`config.mk`:
```
export PLATFORM = sky130hd
export DESIGN_NAME = fetch_unit
export DESIGN_NICKNAME = d
export VERILOG_FILES = /design/src/rtl/fetch_unit.sv
export SDC_FILE = /design/constraint.sdc
export NUM_CORES = 2
export LEC_CHECK = 0
export ABC_AREA = 1
export BUFFER_PORTS_ARGS = -buffer_cell sky130_fd_sc_hd__buf_4
export CAP_MARGIN = 20
export CORE_MARGIN = 1
export CORE_UTILIZATION = 55
export DETAILED_ROUTE_END_ITERATION = 12
export PLACE_DENSITY_LB_ADDON = 0.2
export SYNTH_ARGS = -nofsm -noshare
export SYNTH_HDL_FRONTEND = slang
export SYNTH_SLANG_ARGS = --single-unit
```
`constraint.sdc`:
```
create_clock -name CLK -period 104.2 [get_ports CLK]
set_input_delay 20.84 -clock CLK [delete_from_list [all_inputs] [get_ports CLK]]
set_output_delay 20.84 -clock CLK [all_outputs]
set_load 0.02 [all_outputs]
```
`src/rtl/fetch_unit.sv`:
```
// Instruction-fetch stage: program counter, branch/call/return resolution through
// run-time writable target tables, and a hardware return-address stack.
module fetch_unit #(
    parameter int PC_W      = 16,
    parameter int IDX_W     = 5,
    parameter int RAS_DEPTH = 4
) (
    input  logic             CLK,
    input  logic             reset,
    input  logic             start,
    input  logic             stall,
    input  logic             br_rel_z,
    input  logic             br_rel_nz,
    input  logic             br_abs,
    input  logic             call,
    input  logic             ret,
    input  logic             halt,
    input  logic             zero_flag,
    input  logic [IDX_W-1:0] lut_idx,
    input  logic             lut_we,
    input  logic             lut_wsel,
    input  logic [IDX_W-1:0] lut_widx,
    input  logic [PC_W-1:0]  lut_wdata,
    output logic [PC_W-1:0]  pc,
    output logic             done,
    output logic             ras_ovf,
    output logic             ras_unf
);

    localparam int SP_W    = $clog2(RAS_DEPTH + 1);
    localparam int ENTRIES = 1 << IDX_W;

    typedef enum logic [1:0] {
        IDLE = 2'd0,
        RUN  = 2'd1,
        DONE = 2'd2
    } state_t;

    state_t          state_q, state_d;
    logic [PC_W-1:0] pc_q, pc_d;
    logic [SP_W-1:0] sp_q, sp_d;
    logic            ovf_q, ovf_d;
    logic            unf_q, unf_d;

    logic [PC_W-1:0] ras_q      [RAS_DEPTH];
    logic [PC_W-1:0] relTable_q [ENTRIES];
    logic [PC_W-1:0] absTable_q [ENTRIES];

    logic            pushEn;
    logic [PC_W-1:0] popData;
    logic [PC_W-1:0] pcInc;
    logic [PC_W-1:0] relTarget;
    logic [PC_W-1:0] absTarget;
    logic            relTaken;
    logic            stackEmpty;
    logic            stackFull;

    assign pcInc      = pc_q + PC_W'(1);
    assign relTarget  = pc_q + relTable_q[lut_idx];
    assign absTarget  = absTable_q[lut_idx];
    assign relTaken   = (br_rel_z & zero_flag) | (br_rel_nz & ~zero_flag);
    assign stackEmpty = (sp_q == '0);
    assign stackFull  = (sp_q == SP_W'(RAS_DEPTH));

    // The stack pointer counts occupied entries, so the top of stack is entry sp-1.
    always_comb begin
        popData = '0;
        for (int i = 0; i < RAS_DEPTH; i++) begin
            if (sp_q == SP_W'(i + 1)) begin
                popData = ras_q[i];
            end
        end
    end

    always_comb begin
        state_d = state_q;
        pc_d    = pc_q;
        sp_d    = sp_q;
        ovf_d   = ovf_q;
        unf_d   = unf_q;
        pushEn  = 1'b0;

        unique case (state_q)
            IDLE: begin
                pc_d = '0;
                if (start) begin
                    state_d = RUN;
                end
            end

            RUN: begin
                if (!stall) begin
                    if (halt) begin
                        state_d = DONE;
                    end else if (ret) begin
                        if (!stackEmpty) begin
                            pc_d = popData;
                            sp_d = sp_q - SP_W'(1);
                        end else begin
                            pc_d  = pcInc;
                            unf_d = 1'b1;
                        end
                    end else if (call) begin
                        if (!stackFull) begin
                            pushEn = 1'b1;
                            sp_d   = sp_q + SP_W'(1);
                        end else begin
                            ovf_d = 1'b1;
                        end
                        pc_d = absTarget;
                    end else if (br_abs) begin
                        pc_d = absTarget;
                    end else if (relTaken) begin
                        pc_d = relTarget;
                    end else begin
                        pc_d = pcInc;
                    end
                end
            end

            DONE: begin
                // Restart wipes the call context so a new run begins clean.
                if (start) begin
                    state_d = RUN;
                    pc_d    = '0;
                    sp_d    = '0;
                    ovf_d   = 1'b0;
                    unf_d   = 1'b0;
                end
            end

            default: begin
                state_d = IDLE;
                pc_d    = '0;
            end
        endcase
    end

    always_ff @(posedge CLK or posedge reset) begin
        if (reset) begin
            state_q <= IDLE;
            pc_q    <= '0;
            sp_q    <= '0;
            ovf_q   <= 1'b0;
            unf_q   <= 1'b0;
        end else begin
            state_q <= state_d;
            pc_q    <= pc_d;
            sp_q    <= sp_d;
            ovf_q   <= ovf_d;
            unf_q   <= unf_d;
        end
    end

    always_ff @(posedge CLK or posedge reset) begin
        if (reset) begin
            for (int i = 0; i < RAS_DEPTH; i++) begin
                ras_q[i] <= '0;
            end
        end else if (pushEn) begin
            for (int i = 0; i < RAS_DEPTH; i++) begin
                if (sp_q == SP_W'(i)) begin
                    ras_q[i] <= pcInc;
                end
            end
        end
    end

    // Table writes ignore state and stall; reads above see the pre-edge contents.
    always_ff @(posedge CLK or posedge reset) begin
        if (reset) begin
            for (int i = 0; i < ENTRIES; i++) begin
                relTable_q[i] <= '0;
                absTable_q[i] <= '0;
            end
        end else if (lut_we) begin
            if (lut_wsel) begin
                absTable_q[lut_widx] <= lut_wdata;
            end else begin
                relTable_q[lut_widx] <= lut_wdata;
            end
        end
    end

    assign pc      = pc_q;
    assign done    = (state_q == DONE);
    assign ras_ovf = ovf_q;
    assign ras_unf = unf_q;

endmodule

```
# Word level (Yosys, flattened, before mapping)

Cells that the tools add are included.

Register bits: 1111
Bits of input ports: 39
Output and inout port bits: 19
Word-level logic and storage cells: 175

$add $sub $neg: 4
$lt $le $gt $ge: 3
Equality and inequality tests: 19
Mux-type cells: 53
Bitwise gates (word level): 7
Reduce and logical (&&, ||, !) cells: 16

Operators with widths:

| operator                | number |
|---|---|
| $bwmux W512             | 2 |
| $mux W16                | 17 |
| $bmux W16 S5            | 2 |
| $demux W16 S5           | 1 |
| $pmux W16 S2            | 1 |
| $mux W3                 | 7 |
| $ne A2 B2 Y1 const B    | 9 |
| $add A16 B1 Y16 const B | 1 |
| $add A16 B16 Y16        | 1 |
| $mux W1                 | 16 |
| $reduce_and A7 Y1       | 2 |
| $ge A6 B6 Y1 const B    | 2 |
| $not A5 Y6              | 2 |
| $reduce_and A2 Y1       | 6 |
| $ne A3 B3 Y1 const B    | 3 |
| $eq A3 B2 Y1 const B    | 2 |
| $lt A6 B1 Y1 const B    | 1 |
| $mux W2                 | 3 |
| $pmux W3 S2             | 1 |
| $reduce_and A3 Y1       | 2 |
| $reduce_and A6 Y1       | 1 |
| $pmux W1 S2             | 2 |
| $pmux W2 S2             | 1 |
| $add A3 B1 Y3 const B   | 1 |
| other kinds (14)        | 16 |

# Depth between registers and ports, before layout

Depth after elaboration: 12
Gate-level depth with buffers: 25
Gate-level depth less buffers: 21

# Worst setup path before layout

Ideal clock, no wire load.

Kind: in2reg
From: input port lut_idx[2]
To: register pc_q[8], in the netlist pc[8]
Setup time: 0.071 ns
Arrival time: 23.503 ns
Required time: 104.129 ns
Slack: 80.626 ns
Stages on the path: 18
Buffers on the path: 4
Path through: inv_1 -> buf_4 -> buf_4 -> buf_2 -> buf_1 -> o221ai_1 -> a31oi_1 -> a32oi_1 -> ha_1 -> fa_1 -> a21oi_1 -> o21ai_1 -> and2_1 -> o21ai_0 -> nand2_1 -> o21ai_1 -> a21oi_1 -> nor2_1

Cells in the longest elaborated chain, start to end: 12
Elaborated cells between the ends (all ways): 15
Those cells by class: add/sub: 1; mux: 13; bitwise: 1

Ends and longest elaborated chain:

| element                                     | RTL line | RTL |
|---|---|---|
| start: declaration                          | 19       | `input logic [IDX_W-1:0] lut_idx,` |
| $not A5 Y6 (implied by the code) *          | 59, 60   |  |
| $bmux W16 S5                                | 59       | `assign relTarget = pc_q + relTable_q[lut_idx];` |
| $mux W16 (implied by the code) (2 in a row) | 59       |  |
| $add A16 B16 Y16                            | 59       |  |
| $mux W16                                    | 113      | `end else if (relTaken) begin` |
| $mux W16                                    | 111      | `end else if (br_abs) begin` |
| $mux W16 *                                  | 103      | `end else if (call) begin` |
| $mux W16 *                                  | 95       | `end else if (ret) begin` |
| $mux W16 *                                  | 93       | `if (halt) begin` |
| $mux W16 *                                  | 92       | `if (!stall) begin` |
| $pmux W16 S2 *                              | 83       | `unique case (state_q)` |
| end signal: assignment                      | 148      | `pc_q <= pc_d;` |
| end: declaration                            | 40       | `logic [PC_W-1:0] pc_q, pc_d;` |

Every way passes the cells marked *; elsewhere a longest branch is shown, timed or not. The select of a mux whose other input is x is not followed.
A chain may end at the register's enable or synchronous reset.

# Worst setup path in the final report

From: input port lut_idx[1]
To: register pc_q[13], in the netlist pc[13]

Same word-level chain as after synthesis.

==> impl_metrics.ini <==
[floorplan]
io_pins = 58
chipHeight_um = 307
initial_core_util_pct = 55.7
fp.dieArea_um2 = 94500
rows = 111
fp.coreArea_um2 = 92100
die_x_um = 307

[sta]
rsz0062_at_grt = no
finalCriticalPeriod_ns = 25.43
fin_tns_setup_ns = 0
setup_violations = 0
clock_skew_ns = 0.0200
hold_viol = 0
slew_viol_final = 0
max_freq_mhz = 39.3
tightest_slew_ns = 1.10
slew_headroom_pct = 26.2
period_share_pct = 24.4

[worst_setup_path]
worstSetupEndpointType = flop
critPathRequiredTime_ns = 104.82
path_cells = buf_8 -> inv_8 -> buf_4 -> buf_4 -> o21ai_0 -> o221ai_1 -> nand3_1 -> o21ai_1 -> nor2_1 -> a31oi_1 -> ha_1 -> nand2_1 -> nor2_1 -> a211oi_1 -> o21ai_0 -> nand2_1 -> nand3_1 -> nand3_1 -> nand2_1 -> nand2_1 -> nand2_1 -> a21oi_1
worstSetupPathType = input pin to flop
cp_common_cell = nand2_1
worst_ep_arrival_time_ns = 26.05
crit_fanout = 93
worstSetupStartpointType = input pin
critPathSlowestCell = buf_4
max_stage_delay_ns = 0.75

[finish]
area_delta_synth_final_pct = 9.37
fillerInstances = 8066
multi_input_area_um2 = 20600
finalNetCount = 5964
final_cells = 7242
diodes = 0
seqCellArea_um2 = 27800
drive_gt1_share_pct = 6.95

[clock_network]
root_buffer = clkbuf_16
cts_resized = 0
holdBufCountCts = 0
cts_buffers = 116
clockBufferDepth = 3
clk_latency_ns = 0.71
cts.reportedPaths.clkPinSlew_ns = 0.06
cts_max_level = 3
cts_tree = yes
cts_setup_buffers = 0
numClockSinks = 1111

[global_routing]
grt-ovfl-total = 0
grt_pass1_wl_um = 248000
grt_max_degree = 192
grtUsageTotal_pct = 33.8
antenna_found_initial = 2
grt_pass1_vias = 41169

[power]
p_per_area_nw_per_um2 = 21.1
cellLeakagePower_nw = 25.4
ir_drop_uv = 15.4

[logic_synthesis]
yosysMostFrequentCell = nand2_1
ys_async_sr_fraction_pct = 100
synth.area.top_cells = dfrtp_1 54%, o21ai_0 13%, nand2_1 13%
ys.flop_type = dfrtp_1
synth_warnings = 0
synth_top_cell_area_share_pct = 54.2
synth_edf_count = 0
synth_top_area_cell = dfrtp_1
synth_common_cells = 1,748 x nand2_1, 1,337 x o21ai_0, 1,111 x dfrtp_1, 369 x clkbuf_1, 350 x nor2_1
synth_cell_type_count = 56
syn-instance-count = 6155
synth_nets = 6217
mappedNetlistArea_um2 = 51300
synth_area_per_cell_um2 = 8.33
seq_area_frac_synth_pct = 54.2
ys_ff_latch = 1111

[place]
dpl.hpwl_um = 89800
port_buffers = 57
dpl.cell_count = 7007
gp_routability_congestion = 0.914

[routing]
ant_nets = 0
drt_first_iter_violations = 5898
firstDrtPassIters = 6
vias = 44254
drc = 0
totalWireLength_um = 159000
wl_per_cell_um = 21.9
viasPerCell = 6.11

[min_path]
hp-class = flop to flop

[status]
outcome = finished, final reports clean

[flow_run]
maxCapViolations = 0
report_power, final:
part	switching, mW	internal [mW]
Sequential	0.0403	0.495
Clock	0.176	0.260
Combinational	0.140	0.0716
cell families (layout without fill, tap and decap cells):
family	after synthesis	after routing	synth area share, %
AOI/OAI and AO/OA	1916	1916	20.3
xor gates and xnor gates	13	13	0.251
adders and majority gates	23	23	0.576
buffers and inverters	650	494	5.73
DFF	1111	1111	54.2
and+or+nand+nor	2442	2442	18.9
area by class of cell:
cell class / instances / area share, %
clock inverter: 41 / 1.01
timing repair buffer: 167 / 3.00
sequential: 1111 / 49.6
clock buffer: 174 / 6.16
tap: 1243 / 2.77
inverter: 112 / 0.810
multi-input combinational: 4394 / 36.7
per-stage QoR:
step	power [mW]	cell area [um^2]	hold WS (ns)	worst slack [ns]	util, %
after floorplan	0.684	51300	0.448	52.08	-
after global placement	0.743	51600	0.461	78.10	56.0
after detailed placement	0.749	51600	0.467	78.10	56.0
after CTS	1.18	55600	0.482	78.82	60.4
after global routing	1.24	56100	0.492	78.40	60.9
final	1.18	56100	0.478	78.77	60.9
cells in the final DEF, fill, tap and decap left out, types with 4 or more instances in the layout:
master	Yosys	layout
a32oi_1	11	11
inv_6	0	4
ha_1	22	22
xor2_1	7	7
nand2_1	1748	1747
buf_4	45	138
bufinv_16	0	13
clkbuf_1	369	27
a22oi_1	70	70
nor2_1	350	349
o311ai_1	6	6
buf_8	2	9
xnor2_1	4	4
inv_1	85	83
a221oi_1	4	4
clkbuf_16	0	118
buf_16	0	15
clkinv_2	0	20
nor2_2	6	7
nor3_4	4	4
o21ai_1	55	55
o211ai_1	27	27
a21oi_1	232	232
inv_2	7	23
dfrtp_1	1111	1111
a221o_1	8	8
o221ai_1	85	85
nand3_2	0	5
o21ai_0	1337	1337
o22ai_1	39	39
a31oi_1	25	25
nand3_1	316	311
buf_12	1	5
clkbuf_8	0	29
sequential cells by signal (all words and copies together), names as in the netlist:
signal	count
absTable_q	512
relTable_q	512
ras_q	64
pc	16
sp_q	3
state_q	2
ras_ovf	1
ras_unf	1
critical path: cells and delay by family:
family                   cells  cell delay (ns)
AO/OA/AOI/OAI                7             1.67
adder cells (fa/ha/maj)      1             0.40
buffers and inverters        4             2.25
AND/OR/NAND/NOR             10             0.79
final timing paths:
path,start,end,slack [ns],cells after the start
min reg2reg,relTable_q[490],relTable_q[490],0.48,2
min in group asynchronous,reset,absTable_q[95],20.34,2
max reg2reg,sp_q[0],ras_q[11],100.70,8
min,relTable_q[490],relTable_q[490],0.48,2
max,lut_idx[1],pc[13],78.77,22
max in group asynchronous,reset,relTable_q[282],80.81,5
layer usage:
metal  up-vias  track usage (%)  part of all wire (%)
met4         4             12.0                   3.6
li1      20222                -                     -
met5         -                0                 0.017
met2      2124             49.7                    43
met1     21586             49.3                    43
met3       318             7.60                    10
No activity file was read; power rests on OpenSTA's default activity.
